$ cat config.mk
export PLATFORM = sky130hd
export DESIGN_NAME = date_counter
export DESIGN_NICKNAME = d
export VERILOG_FILES = /design/src/rtl/date_counter_pkg.sv /design/src/rtl/date_counter_btn_edge.sv /design/src/rtl/date_counter.sv
export SDC_FILE = /design/constraint.sdc
export NUM_CORES = 1
export LEC_CHECK = 0
export CAP_MARGIN = 15
export CORE_UTILIZATION = 60
export DETAILED_ROUTE_END_ITERATION = 12
export PLACE_DENSITY = 0.8
export SLEW_MARGIN = 20
export SYNTH_ARGS = -nofsm -noshare
export SYNTH_HDL_FRONTEND = slang
export SYNTH_SLANG_ARGS = --single-unit
$ cat constraint.sdc
create_clock -name clk_1Hz -period 16.2 [get_ports clk_1Hz]
set_input_delay 2.43 -clock clk_1Hz [delete_from_list [all_inputs] [get_ports clk_1Hz]]
set_output_delay 2.43 -clock clk_1Hz [all_outputs]
set_load 0.01 [all_outputs]
$ cat src/rtl/date_counter_pkg.sv
// Shared definitions for the calendar counter: set_mode encodings, month lengths
// and the Gregorian leap / month-length helpers.
package date_counter_pkg;

  typedef enum logic [2:0] {
    MODE_RUN   = 3'd0,
    MODE_DAY   = 3'd1,
    MODE_MONTH = 3'd2,
    MODE_YEAR  = 3'd3,
    MODE_WDAY  = 3'd4
  } set_mode_e;

  localparam logic [4:0] LEN_31 = 5'd31;
  localparam logic [4:0] LEN_30 = 5'd30;
  localparam logic [4:0] LEN_29 = 5'd29;
  localparam logic [4:0] LEN_28 = 5'd28;

  localparam logic [3:0] MONTH_JAN = 4'd1;
  localparam logic [3:0] MONTH_DEC = 4'd12;

  function automatic logic is_leap(input logic [31:0] y);
    return ((y % 32'd4) == 32'd0) &&
           (((y % 32'd100) != 32'd0) || ((y % 32'd400) == 32'd0));
  endfunction

  function automatic logic [4:0] month_len(input logic [3:0] m, input logic lp);
    logic [4:0] len;
    case (m)
      4'd2:                    len = lp ? LEN_29 : LEN_28;
      4'd4, 4'd6, 4'd9, 4'd11: len = LEN_30;
      default:                 len = LEN_31;
    endcase
    return len;
  endfunction

endpackage

$ cat src/rtl/date_counter_btn_edge.sv
// Press detector for one active-low button: reports a 1->0 transition once,
// and ignores a button that is already held low when reset is released.
module btn_edge (
  input  logic clk,
  input  logic rst,
  input  logic btn_n,
  output logic press
);

  logic hist_q, hist_d;
  logic arm_q, arm_d;

  // Previous sample, plus an arm bit that stays clear until the button is seen released.
  always_comb begin
    hist_d = btn_n;
    arm_d  = arm_q | btn_n;
  end

  // History and arm registers.
  always_ff @(posedge clk or posedge rst) begin
    if (rst) begin
      hist_q <= 1'b1;
      arm_q  <= 1'b0;
    end else begin
      hist_q <= hist_d;
      arm_q  <= arm_d;
    end
  end

  assign press = arm_q & hist_q & ~btn_n;

endmodule

$ cat src/rtl/date_counter.sv
// Day/month/year calendar with button-driven set modes.
// Optional weekday tracking is enabled by defining DATE_COUNTER_WEEKDAY_EN.
module date_counter
  import date_counter_pkg::*;
#(
  parameter int YEAR_W      = 13,
  parameter int YEAR_MIN    = 2000,
  parameter int YEAR_MAX    = 2199,
  parameter int WDAY_AT_MIN = 6
) (
  input  logic              clk_1Hz,
  input  logic              rst,
  input  logic              day_tick,
  input  logic [2:0]        set_mode,
  input  logic              btn_up,
  input  logic              btn_down,
  output logic [4:0]        day,
  output logic [3:0]        month,
  output logic [YEAR_W-1:0] year,
  output logic [2:0]        weekday,
  output logic              leap,
  output logic              year_wrap
);

  localparam logic [YEAR_W-1:0] Y_MIN = YEAR_W'(YEAR_MIN);
  localparam logic [YEAR_W-1:0] Y_MAX = YEAR_W'(YEAR_MAX);
  localparam logic [YEAR_W-1:0] Y_ONE = YEAR_W'(1);

  logic [4:0]        day_q, day_d;
  logic [3:0]        month_q, month_d;
  logic [YEAR_W-1:0] year_q, year_d;
  logic              wrap_q, wrap_d;
  logic              up_press_s, dn_press_s, up_s, dn_s;
  logic              leap_s;
  logic [4:0]        cur_len_s, new_len_s;

  btn_edge u_btn_up (.clk(clk_1Hz), .rst(rst), .btn_n(btn_up),   .press(up_press_s));
  btn_edge u_btn_dn (.clk(clk_1Hz), .rst(rst), .btn_n(btn_down), .press(dn_press_s));

  assign leap_s    = is_leap(32'(year_q));
  assign cur_len_s = month_len(month_q, leap_s);
  assign up_s      = up_press_s & ~dn_press_s;
  assign dn_s      = dn_press_s & ~up_press_s;

`ifdef DATE_COUNTER_WEEKDAY_EN
  logic [2:0] wday_q, wday_d;
`endif

  // Next-state: set-mode edits or run-mode rollover, then clamp day to the new month.
  always_comb begin
    day_d     = day_q;
    month_d   = month_q;
    year_d    = year_q;
    wrap_d    = 1'b0;
    new_len_s = cur_len_s;
`ifdef DATE_COUNTER_WEEKDAY_EN
    wday_d    = wday_q;
`endif
    case (set_mode)
      MODE_DAY: begin
        if (up_s)      day_d = (day_q >= cur_len_s) ? 5'd1 : day_q + 5'd1;
        else if (dn_s) day_d = (day_q == 5'd1) ? cur_len_s : day_q - 5'd1;
        else           day_d = day_q;
      end
      MODE_MONTH: begin
        if (up_s)      month_d = (month_q == MONTH_DEC) ? MONTH_JAN : month_q + 4'd1;
        else if (dn_s) month_d = (month_q == MONTH_JAN) ? MONTH_DEC : month_q - 4'd1;
        else           month_d = month_q;
      end
      MODE_YEAR: begin
        if (up_s) begin
          wrap_d = (year_q == Y_MAX);
          year_d = (year_q == Y_MAX) ? Y_MIN : year_q + Y_ONE;
        end else if (dn_s) begin
          wrap_d = (year_q == Y_MIN);
          year_d = (year_q == Y_MIN) ? Y_MAX : year_q - Y_ONE;
        end else begin
          year_d = year_q;
        end
      end
`ifdef DATE_COUNTER_WEEKDAY_EN
      MODE_WDAY: begin
        if (up_s)      wday_d = (wday_q == 3'd6) ? 3'd0 : wday_q + 3'd1;
        else if (dn_s) wday_d = (wday_q == 3'd0) ? 3'd6 : wday_q - 3'd1;
        else           wday_d = wday_q;
      end
`endif
      default: begin
        if (day_tick) begin
`ifdef DATE_COUNTER_WEEKDAY_EN
          wday_d = (wday_q == 3'd6) ? 3'd0 : wday_q + 3'd1;
`endif
          if (day_q >= cur_len_s) begin
            day_d = 5'd1;
            if (month_q == MONTH_DEC) begin
              month_d = MONTH_JAN;
              wrap_d  = (year_q == Y_MAX);
              year_d  = (year_q == Y_MAX) ? Y_MIN : year_q + Y_ONE;
            end else begin
              month_d = month_q + 4'd1;
            end
          end else begin
            day_d = day_q + 5'd1;
          end
        end else begin
          day_d = day_q;
        end
      end
    endcase
    // Month or year edits can shorten the month under the current day.
    new_len_s = month_len(month_d, is_leap(32'(year_d)));
    if (day_d > new_len_s) day_d = new_len_s;
    else                   day_d = day_d;
  end

  // Calendar state registers.
  always_ff @(posedge clk_1Hz or posedge rst) begin
    if (rst) begin
      day_q   <= 5'd1;
      month_q <= MONTH_JAN;
      year_q  <= Y_MIN;
      wrap_q  <= 1'b0;
    end else begin
      day_q   <= day_d;
      month_q <= month_d;
      year_q  <= year_d;
      wrap_q  <= wrap_d;
    end
  end

`ifdef DATE_COUNTER_WEEKDAY_EN
  // Weekday register.
  always_ff @(posedge clk_1Hz or posedge rst) begin
    if (rst) wday_q <= 3'(WDAY_AT_MIN);
    else     wday_q <= wday_d;
  end
  assign weekday = wday_q;
`else
  assign weekday = 3'd0;
`endif

  assign day       = day_q;
  assign month     = month_q;
  assign year      = year_q;
  assign leap      = leap_s;
  assign year_wrap = wrap_q;

endmodule

# Word-level counts from Yosys, hierarchy flattened
# Index checks and enable logic that the tools add are counted.
dict set report word_totals {
  register_bits 27
  elab_cells 97
  output_inout_bits 27
  in_bits 8
}
dict set report classes {
  addsub 6
  n_eq_ne 18
  n_reduce_logical 15
  order_cmp 2
  bitwise_logic 12
  muxes 32
  div_mod_pow 4
}
# op n
set ops {}
lappend ops {{logical NOT 32 bit} 4}
lappend ops {{2-to-1 mux 13 bit} 7}
lappend ops {{modulo 13 x 7 -> 32 bit, second input constant} 2}
lappend ops {{modulo 13 x 9 -> 32 bit, second input constant} 2}
lappend ops {{nonzero test 32 bit} 2}
lappend ops {{2-to-1 mux 5 bit} 6}
lappend ops {{case mux 13 bit (2 select lines)} 1}
lappend ops {{2-to-1 mux 4 bit} 6}
lappend ops {{== test 4 bit, second input constant} 5}
lappend ops {{== test 4 x 3 -> 1 bit, second input constant} 4}
lappend ops {{adder 13 x 1 -> 13 bit, second input constant} 1}
lappend ops {{== test 13 x 11 -> 1 bit, second input constant} 1}
lappend ops {{== test 13 x 12 -> 1 bit, second input constant} 1}
lappend ops {{subtractor 13 x 1 -> 13 bit, second input constant} 1}
lappend ops {{case mux 5 bit (2 select lines)} 1}
lappend ops {{== test 4 x 2 -> 1 bit, second input constant} 2}
lappend ops {{case mux 2 bit (2 select lines)} 2}
lappend ops {{case mux 4 bit (2 select lines)} 1}
lappend ops {{OR reduction 4 bit} 2}
lappend ops {{2-to-1 mux 1 bit} 7}
lappend ops {{bitwise AND 1 bit} 6}
lappend ops {{== test 3 x 2 -> 1 bit, second input constant} 2}
lappend ops {{OR reduction 2 bit} 3}
lappend ops {{adder 5 x 1 -> 5 bit, second input constant} 1}
lappend ops {{13 further kinds} 19}

# Depth between registers and ports, before layout
# Gate-level depths: netlist of the first run.
dict set report logic_depth {
  ltp_word 18
  depth_mapped 69
}

# Cells and area by module
# A second synthesis of the first run with hierarchy kept.
dict set report unflattened {
  cells_unflattened 904
  hier_area_um2 6117.1
}
# module area_per_inst_um2 cells_per_inst n_inst
set by_module_without_submodules {}
lappend by_module_without_submodules {date_counter 5974.5 894 1}
lappend by_module_without_submodules {btn_edge 71.3 5 2}

# Worst setup path before layout of the first run
# OpenSTA, ideal clock, no wires.
dict set report synth_path {
  kind {flip-flop to flip-flop}
  start {register year_q[9] (netlist: year[9])}
  end {register day_q[0] (netlist: day[0])}
  setup_ps 77
  slack_ps 2544
  path_buffers 4
  stages_incl_launch_ff 64
  arrival_ps 13579
  required_ps 16123
  cell_sequence {dfstp_2 clkbuf_1 nor3_2 nor2b_1 ha_1 o32a_1 nor3_2 nor3_1 nor3_1 o21a_1 buf_2 o221ai_1 and3_1 o31a_1 buf_2 a2111oi_0 nor3_1 buf_2 (+28 left out) or3_1 a31o_1 or4_1 nand3_1 a31oi_4 xnor2_2 ha_1 or3_1 a41o_1 nand2_1 nand4bb_1 a311oi_1 nor2b_1 ha_1 a21oi_1 and4_1 nand2_1 o22ai_1}
}
dict set report synth_via {
  elab_chain_len 18
}
# item line
set synth_lines {}
lappend synth_lines {{start: declaration} date_counter.sv:31} ;# logic [YEAR_W-1:0] year_q, year_d;
lappend synth_lines {{start signal: assignment} date_counter.sv:126} ;# year_q <= year_d;
lappend synth_lines {{modulo 13 x 7 -> 32 bit / modulo 13 x 9 -> 32 bit (equally long branches)} date_counter_pkg.sv:23} ;# (((y % 32'd100) != 32'd0) || ((y % 32'd400) == 32'd0));
lappend synth_lines {{nonzero test 32 bit / logical NOT 32 bit (equally long branches)} date_counter_pkg.sv:23}
lappend synth_lines {{logical OR 1 bit} date_counter_pkg.sv:23}
lappend synth_lines {{logical AND 1 bit} date_counter_pkg.sv:22} ;# return ((y % 32'd4) == 32'd0) &&
lappend synth_lines {{2-to-1 mux 1 bit} date_counter_pkg.sv:29} ;# 4'd2: len = lp ? LEN_29 : LEN_28;
lappend synth_lines {{case mux 2 bit (2 select lines)} date_counter_pkg.sv:28} ;# case (m)
lappend synth_lines {{>= comparator 5 bit} date_counter.sv:93} ;# if (day_q >= cur_len_s) begin
lappend synth_lines {{2-to-1 mux 13 bit} date_counter.sv:93}
lappend synth_lines {{(+2 left out)} -}
lappend synth_lines {{via year_d[10]} date_counter.sv:31}
lappend synth_lines {{(+1 left out)} -}
lappend synth_lines {{nonzero test 32 bit / logical NOT 32 bit (equally long branches)} date_counter_pkg.sv:23}
lappend synth_lines {{logical OR 1 bit *} date_counter_pkg.sv:23}
lappend synth_lines {{logical AND 1 bit *} date_counter_pkg.sv:22}
lappend synth_lines {{2-to-1 mux 1 bit *} date_counter_pkg.sv:29}
lappend synth_lines {{case mux 2 bit (2 select lines) *} date_counter_pkg.sv:28}
lappend synth_lines {{greater-than comparator 5 bit} date_counter.sv:112} ;# if (day_d > new_len_s) day_d = new_len_s;
lappend synth_lines {{2-to-1 mux 5 bit *} date_counter.sv:112}
lappend synth_lines {{via day_d[0]} date_counter.sv:29} ;# logic [4:0] day_q, day_d;
lappend synth_lines {{end signal: assignment} date_counter.sv:124} ;# day_q <= day_d;
lappend synth_lines {{end: declaration} date_counter.sv:29}
# Mark *: on every way through the listed nets, which the timed path passes. The rest lies on a longest branch.

# Worst setup path in the final report of the first run
dict set report layout_path {
  start {register year_q[10] (netlist: year[10])}
  end {register day_q[0] (netlist: day[0])}
}
dict set report layout_via {
  elab_chain_len 18
}
# item line
set layout_lines {}
lappend layout_lines {{modulo 13 x 7 -> 32 bit / modulo 13 x 9 -> 32 bit (equally long branches)} date_counter_pkg.sv:23}
lappend layout_lines {{nonzero test 32 bit / logical NOT 32 bit (equally long branches)} date_counter_pkg.sv:23}
lappend layout_lines {{logical OR 1 bit} date_counter_pkg.sv:23}
lappend layout_lines {{logical AND 1 bit} date_counter_pkg.sv:22}
lappend layout_lines {{2-to-1 mux 1 bit} date_counter_pkg.sv:29}
lappend layout_lines {{case mux 2 bit (2 select lines)} date_counter_pkg.sv:28}
lappend layout_lines {{>= comparator 5 bit} {date_counter.sv:61, date_counter.sv:93}}
lappend layout_lines {{2-to-1 mux 13 bit} date_counter.sv:93}
lappend layout_lines {{(+3 left out)} -}
lappend layout_lines {{nonzero test 32 bit / logical NOT 32 bit (equally long branches)} date_counter_pkg.sv:23}
lappend layout_lines {{logical OR 1 bit} date_counter_pkg.sv:23}
lappend layout_lines {{logical AND 1 bit} date_counter_pkg.sv:22}
lappend layout_lines {{2-to-1 mux 1 bit} date_counter_pkg.sv:29}
lappend layout_lines {{case mux 2 bit (2 select lines)} date_counter_pkg.sv:28}
lappend layout_lines {{greater-than comparator 5 bit} date_counter.sv:112}
lappend layout_lines {{2-to-1 mux 5 bit *} date_counter.sv:112}
lappend layout_lines {{via day_d[0]} date_counter.sv:29}
# Marked as above.

==> impl_metrics.py, run 1 <==
metrics = {
    "floorplan": {
        "initial_utilization_pct": 62.2,
        "dieArea_um2": 10600,
        "pin_count": 35,
        "fp.coreArea_um2": 9820,
        "row_count": 36,
        "die_y_um": 103,
        "die_x_um": 103,
    },
    "worst_setup_path": {
        "r2r-start": "year[10]",
        "crit_slowest_cell": "or4_1",
        "startpoint_type": "register",
        "path_delay_family": "simple AND/OR/NAND/NOR gates",
        "crit_path_end_kind": "register",
        "crit_buf_inv": 2,
        "worstPathRequired_ps": 16420,
        "cp_common_cell": "ha_1",
        "r2r-end": "day[0]",
        "rr_worst_depth": 62,
        "crit_arrival_ps": 15470,
        "r2r_slack_ps": 940,
        "path_class": "reg -> reg",
        "cpPeakStageDelay_ps": 610,
        "critPathMaxFanout": 17,
    },
    "route": {
        "routed_wirelength_um": 20500,
        "postRouteAntennaNets": 0,
        "first_iter_violations": 794,
        "vias": 7495,
        "drtPass1Iterations": 8,
        "wl_per_cell_um": 20.1,
        "drc": 0,
        "via_per_inst": 7.33,
    },
    "final_layout": {
        "fin_util_pct": 67.2,
        "multi_input_area_um2": 5140,
        "layout.nets": 917,
        "syn_to_final_growth_pct": 7.97,
        "n_fill_cell": 900,
        "insertedDiodeCount": 0,
        "layout.area.seq_um2": 692,
        "drive_gt1_share_pct": 10.8,
    },
    "global_routing": {
        "grt_first_pass_wirelength_um": 32300,
        "grt_pass1_vias": 6650,
        "grt-ovfl-total": 0,
        "grt_max_degree": 28,
        "grt_usage_pct": 38.1,
        "antenna_found_initial": 0,
    },
    "timing": {
        "hold_viol": 0,
        "timing.fmax_ghz": 0.0655,
        "fin_worst_skew_ps": 10.3,
        "fin_crit_sh_pct": 94.2,
        "setup_violations": 0,
        "fin_crit_ps": 15260,
        "worst_slack_ps": 941,
        "drv_slew": 0,
        "slew_headroom_pct": 36.4,
        "hold_ws_ps": 499,
        "worstMarginPinSlew_ps": 948,
    },
    "power_and_ir_drop": {
        "switchingPower_mw": 0.979,
        "vdd_drop_max_mv": 0.236,
        "p_leak_nw": 2.32,
        "seq_power_share_pct": 7.8,
        "p_int_mw": 0.667,
        "power.total_mw": 1.65,
        "p_clk_share_pct": 2.5,
        "swShare_pct": 59.5,
        "pwr-share-comb_pct": 89.6,
        "powerDensity_nw_per_um2": 249,
    },
    "clock_network": {
        "cts_hold_buf": 0,
        "cts_max_path_buffers": 2,
        "cts.sinks": 27,
        "htreeDepth": 1,
        "cts_root_buffer": "clkbuf_8",
        "path_clk_slew_ps": 100,
        "clkLatencyLatePin_ps": 290,
        "cts_buffers": 3,
        "cts_tree": "built",
    },
    "yosys": {
        "synthFlopType": "dfrtp_1",
        "synth_edf_count": 0,
        "syn-cell-area_um2": 6110,
        "synth-seq-cells": 27,
        "syn_avg_cell_area_um2": 6.82,
        "synth_cells": 896,
        "synth_cell_type_count": 103,
        "ys_seq_area_share_pct": 11.3,
        "yosysWarnings": 0,
        "synth-async-reset-ratio_pct": 100,
    },
    "outcome": {
        "outcome": "finished, final reports clean",
    },
    "min_path": {
        "whs_path_depth": 1,
        "whs_endpoint": "u_btn_up.arm_q",
        "hold_path.class": "reg -> reg",
        "hold_start": "u_btn_up.arm_q",
    },
    "placement": {
        "io_buffers": 31,
        "pre_cts_slack_ps": 260,
        "hpwl_um": 15000,
        "gp_congestion": 0.987,
    },
    "run": {
        "cap_violations": 0,
    },
}
[cell type report]
type / count / share of cell area (%)
multi-input cells: 779 / 77.9
flip-flops and latches: 27 / 10.5
repair buffers: 46 / 6.41
well taps: 133 / 2.52
inverters: 34 / 1.93
clock buffers: 3 / 0.626
clock inverters: 1 / 0.133
[state kept, by name, summed over array words and instances (netlist names)]
name / cells
year: 13
day: 5
month: 4
u_btn_dn.arm_q: 1
u_btn_dn.hist_q: 1
u_btn_up.arm_q: 1
u_btn_up.hist_q: 1
year_wrap: 1
[cells in the mapped netlist (9+ instances only)]
cell       n  area share (%)
a211oi_1   9             1.1
a21o_1    10             1.2
a21oi_1   85             7.0
a311oi_1  10             1.4
a31oi_1   15             1.5
and3_1    17             1.7
buf_2     11            0.90
clkbuf_1  41             2.5
dfrtp_1   17             7.0
dfstp_2   10             4.3
ha_1      18             3.7
inv_1     28             1.7
nand2_1   85             5.2
nand2b_1  10             1.0
nand3_1   45             3.7
nand4_1   14             1.4
nor2_1    84             5.2
nor3_1    33             2.7
nor4_1     9            0.92
o211ai_1  19             2.3
o21ai_0   53             4.3
o21ai_1   11            0.90
o22ai_1    9            0.92
or3_1     16             1.6
xnor2_1   16             2.3
[power by group through the flow]
stage	Clock (mW)	Combinational, mW	Sequential [mW]
floorplan	0	1.08	0.113
global placement	0	1.33	0.126
detailed placement	0	1.36	0.127
CTS	0.0426	1.37	0.126
global route	0.0453	1.59	0.132
finish	0.0419	1.47	0.129
[how the worst max path moves through the flow]
stage / to / start / cells after the start
3_5_place_dp: day[0] / year[10] / 61
6_report: day[0] / year[10] / 62
4_1_cts: day[0] / year[10] / 61
5_1_grt: day[0] / year[10] / 63
3_3_place_gp: day[0] / year[10] / 61
2_1_floorplan: day[0] / year[9] / 63
[routing by layer]
layer,part of all wire [%],track usage (%)
met3,9.8,4.14
met4,3.1,16.5
met2,48,64.7
met1,40,48.9
met5,0,0
[worst reg2reg max path, delay by kind of cell, from the launching register on]
family / cells / cell delay (ps)
buf+inv: 2 / 250
simple gates: 29 / 6620
xor+xnor: 2 / 400
compound gates: 24 / 5980
flops: 1 / 560
fa+ha+maj: 5 / 1390
[what timing repair did]
action,4_1_cts,5_1_grt
buffers inserted,0,5
endpoints found under the setup margin,0,2
resized for setup,0,19
[kinds of logic after synthesis]
group | share of synthesized area, %
adder cells (fa/ha/maj) | 4.18
multiplexers | 1.86
other | 0.0614
AO/OA/AOI/OAI | 40.0
AND/OR/NAND/NOR | 32.3
buffers and inverters | 6.25
XOR/XNOR | 4.10
flip-flops | 11.3
[cell usage in the layout, fill, tap and decap left out, types with 8 or more instances in the layout]
| cell type | n |
|---|---|
| nand2_1 | 84 |
| nor2_1 | 84 |
| a21oi_1 | 83 |
| o21ai_0 | 52 |
| nand3_1 | 45 |
| nor3_1 | 33 |
| clkdlybuf4s50_1 | 31 |
| inv_1 | 27 |
| o211ai_1 | 19 |
| ha_1 | 18 |
| and3_1 | 17 |
| dfrtp_1 | 17 |
| or3_1 | 16 |
| xnor2_1 | 16 |
| buf_4 | 15 |
| nand4_1 | 14 |
| a31oi_1 | 13 |
| o21ai_1 | 12 |
| nand2b_1 | 10 |
| a21o_1 | 10 |
| o22ai_1 | 9 |
| a311oi_1 | 9 |
| a211oi_1 | 9 |
| dfstp_2 | 9 |
| and2_1 | 8 |
| nor4_1 | 8 |
[per-stage QoR]
stage | cell area [µm²] | setup TNS (ps) | std cells
finish | 6600 | 0 | 1023
floorplan | 6120 | 0 | 898
CTS | 6460 | 0 | 1017
global route | 6600 | -27.1 | 1023
global placement | 6410 | 0 | 1013
detailed placement | 6410 | 0 | 1013
(Power assumes the default switching activity.)
==> run 2: changes to the inputs <==
- CORE_ASPECT_RATIO: not set -> 0.9
- SLEW_MARGIN: 20 -> 10
==> run 2 against run 1 <==
Register-to-register slack better by 130 ps; cell area is 0.70% higher; clock skew down 5.1 ps; first-iteration DRC count up 41%; sequential power about the same; worst hold slack improved by 0.82 ps; via count increased by 0.23%; critical path depth is 1 lower; maximum frequency grew 0.87%; utilization increased by 0.71 points; total power fell by 0.27%; clock power rose by 39%.
==> impl_metrics.py, run 2 (synthesized netlist as in run 1, its figures left out) <==
metrics = {
    "worst_setup_path": {
        "crit_arrival_ps": 15320,
        "crit_path_end_kind": "register",
        "path_class": "reg -> reg",
        "worstPathRequired_ps": 16390,
        "critPathMaxFanout": 17,
        "crit_buf_inv": 1,
        "crit_slowest_cell": "or4_1",
        "cp_common_cell": "ha_1",
        "rr_worst_depth": 61,
        "startpoint_type": "register",
        "path_delay_family": "simple AND/OR/NAND/NOR gates",
        "cpPeakStageDelay_ps": 620,
        "crit_cells": 61,
    },
    "timing": {
        "fin_crit_ps": 15130,
        "hold_viol": 0,
        "drv_slew": 0,
        "fin_worst_skew_ps": 5.27,
        "worstMarginPinSlew_ps": 812,
        "worst_slack_ps": 1070,
        "setup_violations": 0,
        "hold_ws_ps": 500,
        "rsz0062_at_grt": "false",
        "fin_crit_sh_pct": 93.4,
        "fin_tns_setup_ps": 0,
        "slew_headroom_pct": 45.3,
        "timing.fmax_ghz": 0.0661,
    },
    "power_and_ir_drop": {
        "power.total_mw": 1.64,
        "p_clk_share_pct": 3.6,
        "switchingPower_mw": 0.964,
        "p_leak_nw": 2.34,
        "powerDensity_nw_per_um2": 247,
        "seq_power_share_pct": 7.9,
        "swShare_pct": 58.8,
        "pwr-share-comb_pct": 88.6,
        "p_int_mw": 0.677,
        "vdd_drop_max_mv": 0.267,
    },
    "route": {
        "via_per_inst": 7.39,
        "first_iter_violations": 1122,
        "routed_wirelength_um": 20800,
        "wl_per_cell_um": 20.4,
        "drtPass1Iterations": 8,
        "postRouteAntennaNets": 0,
        "drc": 0,
        "vias": 7512,
    },
    "clock_network": {
        "cts_tree": "built",
        "path_clk_slew_ps": 70,
        "cts_buffers": 3,
        "htreeDepth": 1,
        "cts.sinks": 27,
        "clkLatencyLatePin_ps": 270,
        "cts_hold_buf": 0,
        "cts_max_path_buffers": 2,
        "cts_root_buffer": "clkbuf_16",
    },
    "global_routing": {
        "antenna_found_initial": 0,
        "grt-ovfl-total": 0,
        "grt_pass1_vias": 6823,
        "grt_max_degree": 28,
        "grt_first_pass_wirelength_um": 33300,
        "grt_usage_pct": 38.5,
    },
    "placement": {
        "pre_cts_slack_ps": 214,
        "hpwl_um": 15200,
        "place_inst": 1007,
        "io_buffers": 31,
        "gp_congestion": 0.980,
    },
    "final_layout": {
        "final_common_cell": "nand2_1",
        "mostFrequentLayoutCells": "nand2_1, nor2_1, a21oi_1",
        "largest_reg_flops": 13,
        "stdcell_count": 1017,
        "drive_gt1_share_pct": 10.5,
        "syn_to_final_growth_pct": 8.72,
        "layout.nets": 918,
        "insertedDiodeCount": 0,
    },
    "floorplan": {
        "initial_utilization_pct": 62.4,
        "die_x_um": 108,
        "die_y_um": 97.7,
        "row_count": 34,
        "dieArea_um2": 10600,
        "fp.coreArea_um2": 9780,
        "pin_count": 35,
    },
    "run": {
        "cap_violations": 0,
    },
    "min_path": {
        "whs_path_depth": 1,
        "hold_path.class": "reg -> reg",
    },
    "outcome": {
        "outcome": "finished, final reports clean",
    },
}
## run 2: changes by cell type in the layout (fill, tap and decap cells not counted), sizes merged
cell and delta:
buf +2, clkbuf +1, inv -1, xnor2 -1
## run 2: layout make-up
| type | count | area, µm² |
|---|---|---|
| inverter | 34 | 128 |
| tap | 126 | 158 |
| clock buffer | 4 | 78.8 |
| timing repair buffer | 48 | 458 |
| multi-input combinational | 778 | 5120 |
| sequential | 27 | 696 |
| fill | 828 | 3140 |
## run 2: metrics by stage
stage / util (%) / area, µm²
after floorplan: - / 6120
after global placement: 65.5 / 6410
after detailed placement: 65.5 / 6410
after CTS: 66.4 / 6490
after global routing: 67.9 / 6640
final: 67.9 / 6640
## run 2: timing repair
action	in CTS	in global routing
hold endpoints to repair	0	0
gates resized for setup	0	20
endpoints found under the setup margin	0	2
buffers inserted	0	5
## run 2: worst paths after layout
kind,start,to,slack [ps]
worst min-delay path,u_btn_up.arm_q,u_btn_up.arm_q,500
worst max-delay path,year[10],day[0],1070
worst min register to register,u_btn_up.arm_q,u_btn_up.arm_q,500
min in group asynchronous,rst,day[3],2440
max in group asynchronous,rst,year[8],13240
worst max register to register,year[10],day[0],1070
## run 2: metal layers
metal | part of all wire [%] | global-route usage, %
met5 | 0 | 0
met2 | 45 | 62.4
met3 | 11 | 4.87
met4 | 3.0 | 13.5
met1 | 40 | 52.4
## run 2: power groups by stage
stage,registers (mW),logic [mW],clock network [mW]
2_1_floorplan,0.113,1.08,0
6_report,0.129,1.45,0.0584
3_3_place_gp,0.127,1.34,0
5_1_grt,0.133,1.58,0.0603
3_5_place_dp,0.128,1.37,0
4_1_cts,0.127,1.38,0.0588
==> run 3: changes to the inputs <==
- CORE_ASPECT_RATIO: 0.9 -> 1.25
==> run 3 against run 2 <==
Maximum frequency decreased by 2.0%; non-clock buffer count unchanged; critical path depth increased by 1; total power increased by 0.69%; critical path type unchanged; largest cell class unchanged.
==> impl_metrics.py, run 3 (synthesized netlist as in run 1, its figures left out) <==
metrics = {
    "global_routing": {
        "grt_first_pass_wirelength_um": 33400,
        "antenna_found_initial": 0,
        "grt_pass1_vias": 6897,
        "grt_max_degree": 28,
        "grt_usage_pct": 38.5,
        "grt-ovfl-total": 0,
    },
    "worst_setup_path": {
        "crit_buf_inv": 3,
        "worstPathRequired_ps": 16410,
        "rr_worst_depth": 62,
        "crit_slowest_cell": "dfstp_2",
        "critPathMaxFanout": 17,
        "startpoint_type": "register",
        "r2r-end": "day[0]",
        "path_class": "reg -> reg",
        "crit_arrival_ps": 15650,
        "cpPeakStageDelay_ps": 770,
        "crit_start": "year[10]",
        "path_delay_family": "compound AO/OA/AOI/OAI gates",
        "crit_cells": 62,
        "r2r-start": "year[10]",
        "r2r_slack_ps": 770,
        "crit_path_end_kind": "register",
    },
    "final_layout": {
        "mostFrequentLayoutCells": "nand2_1, nor2_1, a21oi_1",
        "drive_gt1_share_pct": 10.9,
        "stdcell_count": 1017,
        "layout.nets": 918,
        "largest_reg_flops": 13,
        "final_common_cell": "nand2_1",
        "syn_to_final_growth_pct": 8.50,
        "insertedDiodeCount": 0,
    },
    "timing": {
        "drv_slew": 0,
        "fin_tns_setup_ps": 0,
        "slew_headroom_pct": 37.8,
        "worstMarginPinSlew_ps": 929,
        "timing.fmax_ghz": 0.0648,
        "hold_ws_ps": 505,
        "worst_slack_ps": 766,
        "setup_violations": 0,
        "hold_viol": 0,
        "fin_crit_ps": 15430,
        "fin_crit_sh_pct": 95.3,
        "fin_worst_skew_ps": 8.49,
    },
    "power_and_ir_drop": {
        "power.total_mw": 1.65,
        "powerDensity_nw_per_um2": 249,
        "vdd_drop_max_mv": 0.248,
        "p_leak_nw": 2.35,
    },
    "placement": {
        "pre_cts_slack_ps": 278,
        "io_buffers": 31,
        "hpwl_um": 15400,
        "place_inst": 1008,
        "gp_congestion": 0.995,
    },
    "floorplan": {
        "die_x_um": 92.3,
        "die_y_um": 115,
        "initial_utilization_pct": 62.6,
        "fp.coreArea_um2": 9760,
        "row_count": 40,
        "dieArea_um2": 10600,
        "pin_count": 35,
    },
    "clock_network": {
        "cts_buffers": 3,
        "cts_max_path_buffers": 2,
        "cts_tree": "built",
        "cts_root_buffer": "clkbuf_16",
        "cts.sinks": 27,
        "clkLatencyLatePin_ps": 280,
        "path_clk_slew_ps": 80,
        "htreeDepth": 1,
        "cts_hold_buf": 0,
    },
    "run": {
        "cap_violations": 0,
    },
    "min_path": {
        "whs_path_depth": 1,
        "hold_start": "u_btn_dn.arm_q",
        "hold_path.class": "reg -> reg",
        "whs_endpoint": "u_btn_dn.arm_q",
    },
    "route": {
        "first_iter_violations": 957,
        "postRouteAntennaNets": 0,
        "via_per_inst": 7.52,
        "drc": 0,
        "vias": 7650,
        "wl_per_cell_um": 20.9,
        "routed_wirelength_um": 21300,
        "drtPass1Iterations": 6,
    },
    "outcome": {
        "outcome": "finished, final reports clean",
    },
}
==> run 3: per-stage QoR <==
stage | utilization [%] | instance area (µm²)
floorplan | - | 6120
global placement | 65.8 | 6420
detailed placement | 65.8 | 6420
CTS | 66.7 | 6500
global route | 67.9 | 6630
finish | 67.9 | 6630
==> run 3: worst max-delay path by stage <==
stage,slack (ps),endpoint
after CTS,230,day[0]
after floorplan,2540,day[0]
after global placement,1080,day[0]
after detailed placement,280,day[0]
final,770,day[0]
after global routing,-20,day[0]
==> run 3: routing by layer <==
metal  global-route usage, %  up-vias  share of wire [%]
met1                    44.9     3602                 38
met3                    5.42      111                8.9
met5                       0        -                  0
met2                    69.6      491                 49
met4                    17.5        0                4.6
li1                        -     3446                  -
==> run 3: timing repair <==
| item | in CTS | in global routing |
|---|---|---|
| resized for setup | 0 | 14 |
| setup buffers | 0 | 4 |
| setup endpoints to repair | 0 | 2 |
==> run 3: report_power, final <==
group / switching, mW / internal, mW
combinational: 0.899 / 0.562
clock: 0.0290 / 0.0344
sequential: 0.0425 / 0.0855
==> run 3: final cells by class <==
type / instances / area [µm²]
Tap cell: 126 / 158
Fill cell: 874 / 3130
Clock inverter: 1 / 8.76
Multi-Input combinational cell: 778 / 5110
Timing Repair Buffer: 48 / 458
Sequential cell: 27 / 688
Inverter: 34 / 128
Clock buffer: 3 / 75.1
==> run 3: worst register-to-register path: cells and delay by family, from the launching register on <==
family / cells / cell delay, ps
simple gates: 20 / 3770
xor+xnor: 2 / 380
compound gates: 32 / 8630
buf+inv: 3 / 530
flops: 1 / 770
fa+ha+maj: 5 / 1290
